<file path="src/rtl/rom_seq_alu.sv">
// ROM-sequenced register-file ALU: fetch/execute FSM with a program counter that computes
// reg[dst] = reg[src] OP imm, and supports flags, halt and single-step.
module rom_seq_alu #(
  parameter  int unsigned WIDTH   = 8,
  parameter  int unsigned NREGS   = 4,
  parameter  int unsigned PC_W    = 8,
  parameter  int unsigned ROM_LAT = 2,
  localparam int unsigned RSEL_W  = $clog2(NREGS),
  localparam int unsigned IW      = 3 + WIDTH + 2 * RSEL_W
) (
  input  logic              CK,
  input  logic              CLR,
  input  logic              start,
  input  logic              step,
  input  logic [IW-1:0]     rom_data,
  output logic [PC_W-1:0]   rom_addr,
  output logic              rom_oe,
  input  logic [RSEL_W-1:0] dbg_sel,
  output logic [WIDTH-1:0]  dbg_data,
  output logic              busy,
  output logic              halted,
  output logic              carry,
  output logic              zero
);

  localparam int unsigned CNT_W = (ROM_LAT > 1) ? $clog2(ROM_LAT) : 1;

  typedef enum logic [1:0] {S_IDLE, S_FETCH, S_EXEC, S_HALTED} state_e;
  typedef enum logic [2:0] {
    OP_MUL, OP_ADD, OP_SUB, OP_AND, OP_OR, OP_XOR, OP_LDI, OP_HALT
  } op_e;

  state_e             state_q, state_d;
  logic [PC_W-1:0]    pc_q, pc_d;
  logic [CNT_W-1:0]   cnt_q, cnt_d;
  logic [IW-1:0]      ir_q, ir_d;
  logic               carry_q, carry_d;
  logic               zero_q, zero_d;
  logic [WIDTH-1:0]   regs_q [NREGS];

  op_e                op;
  logic [WIDTH-1:0]   imm, a, res;
  logic [RSEL_W-1:0]  src, dst;
  logic               res_c, we;
  logic [2*WIDTH-1:0] a_ext, i_ext, prod;
  logic [WIDTH:0]     sum, diff;

  assign op    = op_e'(ir_q[2:0]);
  assign imm   = ir_q[WIDTH+2:3];
  assign src   = ir_q[WIDTH+3 +: RSEL_W];
  assign dst   = ir_q[WIDTH+3+RSEL_W +: RSEL_W];
  assign a     = regs_q[src];
  assign a_ext = {{WIDTH{1'b0}}, a};
  assign i_ext = {{WIDTH{1'b0}}, imm};
  assign prod  = a_ext * i_ext;
  assign sum   = {1'b0, a} + {1'b0, imm};
  // The wrapped top bit of the extended difference is the borrow.
  assign diff  = {1'b0, a} - {1'b0, imm};

  always_comb begin
    res   = '0;
    res_c = carry_q;
    unique case (op)
      OP_MUL:  begin res = prod[WIDTH-1:0]; res_c = |prod[2*WIDTH-1:WIDTH]; end
      OP_ADD:  begin res = sum[WIDTH-1:0];  res_c = sum[WIDTH];             end
      OP_SUB:  begin res = diff[WIDTH-1:0]; res_c = diff[WIDTH];            end
      OP_AND:  begin res = a & imm;         res_c = 1'b0;                   end
      OP_OR:   begin res = a | imm;         res_c = 1'b0;                   end
      OP_XOR:  begin res = a ^ imm;         res_c = 1'b0;                   end
      OP_LDI:  res = imm;
      default: res = '0;
    endcase
  end

  always_comb begin
    state_d = state_q;
    pc_d    = pc_q;
    cnt_d   = cnt_q;
    ir_d    = ir_q;
    carry_d = carry_q;
    zero_d  = zero_q;
    we      = 1'b0;
    unique case (state_q)
      S_IDLE: begin
        if (start) begin
          state_d = S_FETCH;
          cnt_d   = CNT_W'(ROM_LAT - 1);
        end
      end
      S_FETCH: begin
        if (cnt_q == '0) begin
          ir_d    = rom_data;
          state_d = S_EXEC;
        end else begin
          cnt_d = cnt_q - 1'b1;
        end
      end
      S_EXEC: begin
        if (op == OP_HALT) begin
          state_d = S_HALTED;
        end else begin
          we      = 1'b1;
          carry_d = res_c;
          zero_d  = (res == '0);
          pc_d    = pc_q + 1'b1;
          state_d = step ? S_IDLE : S_FETCH;
          cnt_d   = CNT_W'(ROM_LAT - 1);
        end
      end
      S_HALTED: begin
        if (start) begin
          pc_d    = '0;
          state_d = S_FETCH;
          cnt_d   = CNT_W'(ROM_LAT - 1);
        end
      end
      default: state_d = S_IDLE;
    endcase
  end

  always_ff @(posedge CK or posedge CLR) begin
    if (CLR) begin
      state_q <= S_IDLE;
      pc_q    <= '0;
      cnt_q   <= '0;
      ir_q    <= '0;
      carry_q <= 1'b0;
      zero_q  <= 1'b0;
    end else begin
      state_q <= state_d;
      pc_q    <= pc_d;
      cnt_q   <= cnt_d;
      ir_q    <= ir_d;
      carry_q <= carry_d;
      zero_q  <= zero_d;
    end
  end

  always_ff @(posedge CK or posedge CLR) begin
    if (CLR) begin
      for (int unsigned i = 0; i < NREGS; i++) regs_q[i] <= '0;
    end else if (we) begin
      regs_q[dst] <= res;
    end
  end

  assign rom_addr = pc_q;
  assign rom_oe   = (state_q == S_FETCH);
  assign busy     = (state_q == S_FETCH) || (state_q == S_EXEC);
  assign halted   = (state_q == S_HALTED);
  assign carry    = carry_q;
  assign zero     = zero_q;
  assign dbg_data = regs_q[dbg_sel];

endmodule

</file>
<file path="config.mk">
export PLATFORM = sky130hd
export DESIGN_NAME = rom_seq_alu
export DESIGN_NICKNAME = d
export VERILOG_FILES = /design/src/rtl/rom_seq_alu.sv
export SDC_FILE = /design/constraint.sdc
export NUM_CORES = 1
export LEC_CHECK = 0
export BUFFER_PORTS_ARGS = -buffer_cell sky130_fd_sc_hd__buf_2
export CAP_MARGIN = 10
export CELL_PAD_IN_SITES_DETAIL_PLACEMENT = 1
export CELL_PAD_IN_SITES_GLOBAL_PLACEMENT = 1
export CORE_MARGIN = 5
export CORE_UTILIZATION = 48
export DETAILED_ROUTE_END_ITERATION = 6
export HOLD_SLACK_MARGIN = 0.06
export PLACE_DENSITY_LB_ADDON = 0.2
export SLEW_MARGIN = 0
export SYNTH_ARGS = -nofsm -noshare
export SYNTH_HDL_FRONTEND = slang
export SYNTH_SLANG_ARGS = --single-unit
</file>
<file path="constraint.sdc">
create_clock -name CK -period 5.85 [get_ports CK]
set_input_delay 1.17 -clock CK [delete_from_list [all_inputs] [get_ports CK]]
set_output_delay 1.17 -clock CK [all_outputs]
set_load 0.03 [all_outputs]
</file>
==> results.py, run 1 <==
metrics = {
    "logic_synthesis": {
        "yosysSeqAreaShare": 0.244,
        "synth.avg_cell_area_um2": 9.04,
        "post_synth_main_area_contributors": "dfrtp_1 (24%), ha_1 (13%), fa_1 (12%)",
        "primary_ff_master_synth": "dfrtp_1",
        "synth-edff-count": 0,
        "synthDominantAreaCellType": "dfrtp_1",
        "mappedNetlistArea_um2": 6160,
        "yosys.area.top_type_share": 0.244,
        "post_synth_inst_count": 681,
        "synth-warning-count": 0,
        "synth.distinct_cells": 66,
        "synthesis.nets": 806,
        "register_bit_count_reported_by_yosys": 60,
        "async_flop_share": 1.00,
    },
    "setup_path": {
        "worstPathRequired_ps": 6080,
        "worst-r2r-setup-slack_ps": 360,
        "cp_max_fo": 7,
        "rr_startpoint": "ir_q[11]$_DFFE_PP0P_",
        "crit_path_start_kind": "flip-flop",
        "r2r_cells": 18,
        "worstReg2RegEnd": "carry$_DFFE_PP0P_",
        "critPathArrivalTime_ps": 5720,
        "critical_path_class": "reg -> reg",
        "worst_setup_path_end_kind": "flip-flop",
        "crit_path_start": "ir_q[11]$_DFFE_PP0P_",
        "worst_setup_path_endpoint": "carry$_DFFE_PP0P_",
    },
    "final_layout": {
        "final.fill_count": 1500,
        "synthToLayoutAreaGrowth_pct": 10.7,
        "fin_cells": 896,
        "fin_nets": 845,
        "final_layout_size_suffix_gt1_frac": 0.171,
        "count_of_inserted_antenna_diode_cells": 0,
        "final_core_utilization": 0.540,
    },
    "cts": {
        "tritoncts": "done",
        "clock_tree.htree_level_count": 3,
        "clock_sinks": 60,
        "worst_setup_hold_path_clk_slew_ps": 60,
        "cts_buffer_depth": 2,
        "cts_made_buffers": 9,
        "cts.hold.buffers_added": 0,
        "clk_latency_worst_skew_pair_ps": 340,
        "clockRootBuffer": "clkbuf_16",
    },
    "timing": {
        "timing.final.crit_period_ps": 5490,
        "timing.max_slew.rel_slack": 0.249,
        "fin_setup_tns_ps": 0,
        "setup_repair_after_global_routing_missed_its_margin": "no",
        "max_slew.worst_pin.slew_ps": 1120,
        "timing.final.hold_violations": 0,
        "worst_clock_skew_ps": 7.54,
        "timing.hold.ws_ps": 500,
        "setup_viol_count_final": 0,
        "timing_max_transition_violations_final": 0,
        "timing.final.crit_share": 0.939,
        "fmax_ghz": 0.182,
    },
    "die": {
        "die_area_um2": 15200,
        "row_count": 41,
        "effective_utilization_at_floorplan": 0.488,
        "die_w_um": 123,
        "dieHeight_um": 123,
        "boundaryPins": 42,
        "fp.coreArea_um2": 12600,
    },
    "flow_run": {
        "drv_cap": 0,
    },
    "global_route": {
        "groute.usage.overall": 0.255,
        "first_global_vias": 5731,
        "pin_count_of_the_biggest_net_entering_global_routing": 61,
        "number_of_antenna_violations_at_the_first_check_in_global_routing": 0,
        "grt_first_pass_wirelength_mm": 29.6,
        "grt.overflow.total": 0,
    },
    "outcome": {
        "status": "complete, no violations",
    },
    "placed_design": {
        "dp.final_hpwl_mm": 14.3,
        "gpl.final_weighted_congestion": 0.946,
        "port-buffer-count": 41,
        "numPlacedInstances": 877,
    },
    "drt": {
        "post_route_ant_nets": 0,
        "routed_wl_mm": 18.5,
        "drcViolationCount": 0,
        "number_of_drc_markers_after_the_initial_detailed_route_iteration": 300,
        "detailroute.via_count": 5240,
        "detail_route.first_pass.iterations": 5,
        "viasPerCell": 5.85,
        "routed_wire_length_per_instance_um": 20.7,
    },
    "min_path": {
        "hp-class": "reg -> reg",
    },
}
[Yosys cell counts (5+ instances only)]
cell type and number:
a211oi_1 6, a21oi_1 32, a22oi_1 5, a31oi_1 7
buf_2 8, clkbuf_1 9, dfrtp_1 60, fa_1 38
ha_1 66, inv_1 87, mux2_2 22, mux4_2 16
nand2_1 69, nand2b_1 8, nand3_1 7, nand4_1 5
nor2_1 73, nor2b_1 8, nor3_1 8, o211ai_1 5
o21ai_0 52, o21ai_1 10, xnor2_1 9
[per-layer routing]
layer  track usage  part of all wire
met2         0.455              0.51
met3        0.0435             0.038
met5             0                 0
met4        0.0796             0.024
met1         0.314              0.42
[through the flow]
stage / area, µm² / worst slack, ps
2_1_floorplan: 6160 / 684
3_3_place_gp: 6500 / 282
3_5_place_dp: 6500 / 109
4_1_cts: 6790 / 85.8
5_1_grt: 6820 / 60.3
6_report: 6820 / 356
[worst min path at each step]
stage	start	to	slack, ps	depth (start not counted)
finish	rom_addr[7]$_DFFE_PP0P_	rom_addr[7]$_DFFE_PP0P_	500	1
global route	rom_addr[7]$_DFFE_PP0P_	rom_addr[7]$_DFFE_PP0P_	520	1
CTS	regs_q[7]$_DFFE_PP0P_	regs_q[7]$_DFFE_PP0P_	500	2
detailed placement	regs_q[7]$_DFFE_PP0P_	regs_q[7]$_DFFE_PP0P_	490	2
global placement	rom_addr[7]$_DFFE_PP0P_	rom_addr[7]$_DFFE_PP0P_	470	1
floorplan	regs_q[10]$_DFFE_PP0P_	regs_q[10]$_DFFE_PP0P_	460	2
[critical path: stages (launching register included)]
cell	delay [ps]
dfrtp_2	450
buf_4	180
mux4_2	630
inv_1	190
nor2_1	80
fa_1	400
inv_1	90
fa_1	410
fa_1	480
fa_1	550
inv_1	40
ha_1	350
a21oi_1	200
o22ai_1	130
o41ai_2	340
mux2i_1	140
nor4_1	310
nand4_1	150
o221a_1	260
[logic make-up after synthesis]
kind of cell | Yosys count | synth area share
and+or+nand+nor | 199 | 0.147
xor gates and xnor gates | 13 | 0.0185
muxes | 42 | 0.105
AOI/OAI and AO/OA | 149 | 0.150
adders and majority gates | 104 | 0.258
buffers and inverters | 114 | 0.0772
DFF | 60 | 0.244
[state kept, by name, summed over array words and instances, names as in the netlist]
signal	flops
carry	1
cnt_q	1
ir_q	15
regs_q	32
rom_addr	8
state_q	2
zero	1
[layout by cell type, fill, tap and decap left out, drive strengths merged, types with 3 or more instances in the layout]
cell and n:
inv 88, nor2 74, nand2 69, ha 66, o21ai 63, dfrtp 60, buf 52, fa 38
a21oi 34, mux2 22, mux4 16, clkbuf 10, nor3 10, xnor2 9, nand2b 9, nor2b 9
nand3 7, a31oi 7, a211oi 6, nand4 5, a22oi 5, o211ai 5, clkinv 5, a221oi 4
xor2 4, mux2i 4, o21a 3, and3 3, nor4 3
[layout make-up]
class | instances | area, µm² | share of cell area
inverters | 90 | 338 | 0.0495
clock inverters | 5 | 52.6 | 0.00771
multi-input cells | 507 | 4180 | 0.614
repair buffers | 52 | 288 | 0.0422
clock buffers | 10 | 239 | 0.0350
flip-flops and latches | 60 | 1500 | 0.220
well taps | 172 | 215 | 0.0316
[what timing repair did]
action | CTS | global route
setup buffers | 0 | 4
endpoints found under the setup margin | 0 | 6
hold endpoints to repair | 0 | 0
resized for setup | 0 | 1
Power of run 1 is left out: the tool's default activity adds up to more than one toggle a clock period on the data nets, which glitch-free logic cannot reach.
==> run 2, diff against run 1 <==
--- a/config.mk
+++ b/config.mk
@@ -13,7 +13,8 @@
 export CORE_UTILIZATION = 48
 export DETAILED_ROUTE_END_ITERATION = 6
 export HOLD_SLACK_MARGIN = 0.06
-export PLACE_DENSITY_LB_ADDON = 0.2
+export PLACE_DENSITY = 0.9
+export SETUP_SLACK_MARGIN = 0.4
 export SLEW_MARGIN = 0
 export SYNTH_ARGS = -nofsm -noshare
 export SYNTH_HDL_FRONTEND = slang
==> results.py, run 2 (synthesis results as in run 1) <==
metrics = {
    "outcome": {
        "status": "complete, no violations",
    },
    "die": {
        "row_count": 41,
        "die_w_um": 123,
        "fp.coreArea_um2": 12600,
        "die_area_um2": 15200,
        "boundaryPins": 42,
        "effective_utilization_at_floorplan": 0.488,
        "dieHeight_um": 123,
    },
    "setup_path": {
        "worstReg2RegEnd": "carry$_DFFE_PP0P_",
        "worst_setup_path_end_kind": "flip-flop",
        "rr_startpoint": "ir_q[11]$_DFFE_PP0P_",
        "r2r_cells": 19,
        "cpPeakStageDelay_ps": 600,
        "crit_path_start_kind": "flip-flop",
        "cp_max_fo": 7,
        "critical_path_buf_inv_count": 5,
        "cp_top_family": "adder cells",
        "worstPathRequired_ps": 6080,
        "cp_cell_sequence": "buf_6 > mux4_2 > inv_2 > buf_6 > nor2_1 > fa_2 > inv_1 > fa_1 > fa_1 > fa_1 > inv_1 > ha_4 > a21oi_4 > o22ai_2 > o41ai_2 > mux2i_1 > nor4_2 > nand4_1 > o221a_1",
        "worst-r2r-setup-slack_ps": 310,
        "critPathArrivalTime_ps": 5770,
        "critical_path_class": "reg -> reg",
        "most_frequent_cp_cell": "fa_1",
        "cpMaxStageDelayCell": "mux4_2",
    },
    "global_route": {
        "grt.overflow.total": 0,
        "number_of_antenna_violations_at_the_first_check_in_global_routing": 0,
        "first_global_vias": 6500,
        "groute.usage.overall": 0.308,
        "pin_count_of_the_biggest_net_entering_global_routing": 61,
        "grt_first_pass_wirelength_mm": 35.5,
    },
    "placed_design": {
        "port-buffer-count": 41,
        "numPlacedInstances": 876,
        "dp.final_hpwl_mm": 15.6,
        "dpl_cell_area_um2": 6490,
        "gpl.final_weighted_congestion": 0.934,
    },
    "timing": {
        "timing.final.crit_period_ps": 5540,
        "fmax_ghz": 0.180,
        "timing_max_transition_violations_final": 0,
        "max_slew.worst_pin.slew_ps": 1130,
        "timing.final.hold_violations": 0,
        "timing.final.crit_share": 0.947,
        "setup_viol_count_final": 0,
        "worst_clock_skew_ps": 7.12,
        "timing.max_slew.rel_slack": 0.244,
        "setup_repair_after_global_routing_missed_its_margin": "yes",
    },
    "final_layout": {
        "flip_flop_count_of_the_largest_register_after_layout": 32,
        "design_area_um2": 7050,
        "fin_nets": 856,
        "final.fill_count": 1464,
        "regMostFlops": "regs_q",
        "synthToLayoutAreaGrowth_pct": 14.5,
        "layout_common_cells": "inv_1 (76), nor2_1 (71), nand2_1 (69), ha_1 (60), dfrtp_1 (58)",
        "final_layout_size_suffix_gt1_frac": 0.220,
        "multi_input_area_um2": 4280,
        "layout.area.seq_um2": 1500,
        "leading_cell_type_in_the_layout_fill_and_taps_excluded": "inv_1",
        "count_of_inserted_antenna_diode_cells": 0,
        "fin_cells": 908,
    },
    "drt": {
        "drcViolationCount": 0,
        "number_of_drc_markers_after_the_initial_detailed_route_iteration": 630,
        "routed_wire_length_per_instance_um": 28.7,
        "detail_route.first_pass.iterations": 6,
        "routed_wl_mm": 26.0,
        "detailroute.via_count": 6067,
        "post_route_ant_nets": 0,
        "viasPerCell": 6.68,
    },
    "cts": {
        "clock_tree.htree_level_count": 3,
        "worst_setup_hold_path_clk_slew_ps": 60,
        "cts.hold.buffers_added": 0,
        "cts_buffer_depth": 2,
        "clock_sinks": 60,
        "clk_latency_worst_skew_pair_ps": 350,
        "clockRootBuffer": "clkbuf_16",
        "tritoncts": "done",
        "cts_made_buffers": 9,
    },
    "min_path": {
        "min_delay_path_depth": 1,
        "min_delay_worst_endpoint": "rom_addr[7]$_DFFE_PP0P_",
        "hold_path_startpoint": "rom_addr[7]$_DFFE_PP0P_",
        "hp-class": "reg -> reg",
    },
    "flow_run": {
        "drv_cap": 0,
    },
}
run 2: layout make-up:
cell class,count,area share
Multi-Input combinational cell,507,0.607
Tap cell,172,0.0305
Timing Repair Buffer,63,0.0536
Clock buffer,11,0.0344
Sequential cell,60,0.213
Inverter,90,0.0493
Clock inverter,5,0.0119
run 2: how the worst max path moves through the flow:
stage,depth (start not counted),to,slack (ps),startpoint
global route,19,carry$_DFFE_PP0P_,150,ir_q[11]$_DFFE_PP0P_
detailed placement,19,carry$_DFFE_PP0P_,-50,ir_q[11]$_DFFE_PP0P_
finish,19,carry$_DFFE_PP0P_,310,ir_q[11]$_DFFE_PP0P_
CTS,18,carry$_DFFE_PP0P_,410,ir_q[11]$_DFFE_PP0P_
floorplan,17,carry$_DFFE_PP0P_,680,ir_q[11]$_DFFE_PP0P_
global placement,16,carry$_DFFE_PP0P_,300,ir_q[11]$_DFFE_PP0P_
run 2: per-layer routing:
metal  vias up  track usage  part of all wire
met4         0        0.205             0.089
met2       456        0.530              0.47
met1      3005        0.344              0.34
met3       183       0.0581             0.098
li1       2423            -                 -
met5         -      0.00347                 0
run 2: worst register-to-register path, stage by stage (launching register included):
cell and delay (ps):
dfrtp_2 490, buf_6 160, mux4_2 600, inv_2 120, buf_6 130, nor2_1 60
fa_2 350, inv_1 80, fa_1 440, fa_1 520, fa_1 560, inv_1 70
ha_4 250, a21oi_4 150, o22ai_2 120, o41ai_2 430, mux2i_1 150, nor4_2 320
nand4_1 150, o221a_1 270
run 2: what timing repair did:
| item | in CTS | in global routing |
|---|---|---|
| endpoints found under the setup margin | 6 | 6 |
| setup buffers | 12 | 4 |
| pin swaps | 5 | 15 |
| gates resized for setup | 12 | 24 |
run 2: through the flow:
step / setup TNS (ps) / utilization / hold WS, ps / setup slack, ps
floorplan: 0 / - / 461 / 684
global placement: 0 / 0.514 / 475 / 300
detailed placement: -52.8 / 0.514 / 477 / -52.8
CTS: 0 / 0.550 / 509 / 414
global route: 0 / 0.559 / 562 / 152
finish: 0 / 0.559 / 534 / 309
Power of run 2 is left out for the same reason.
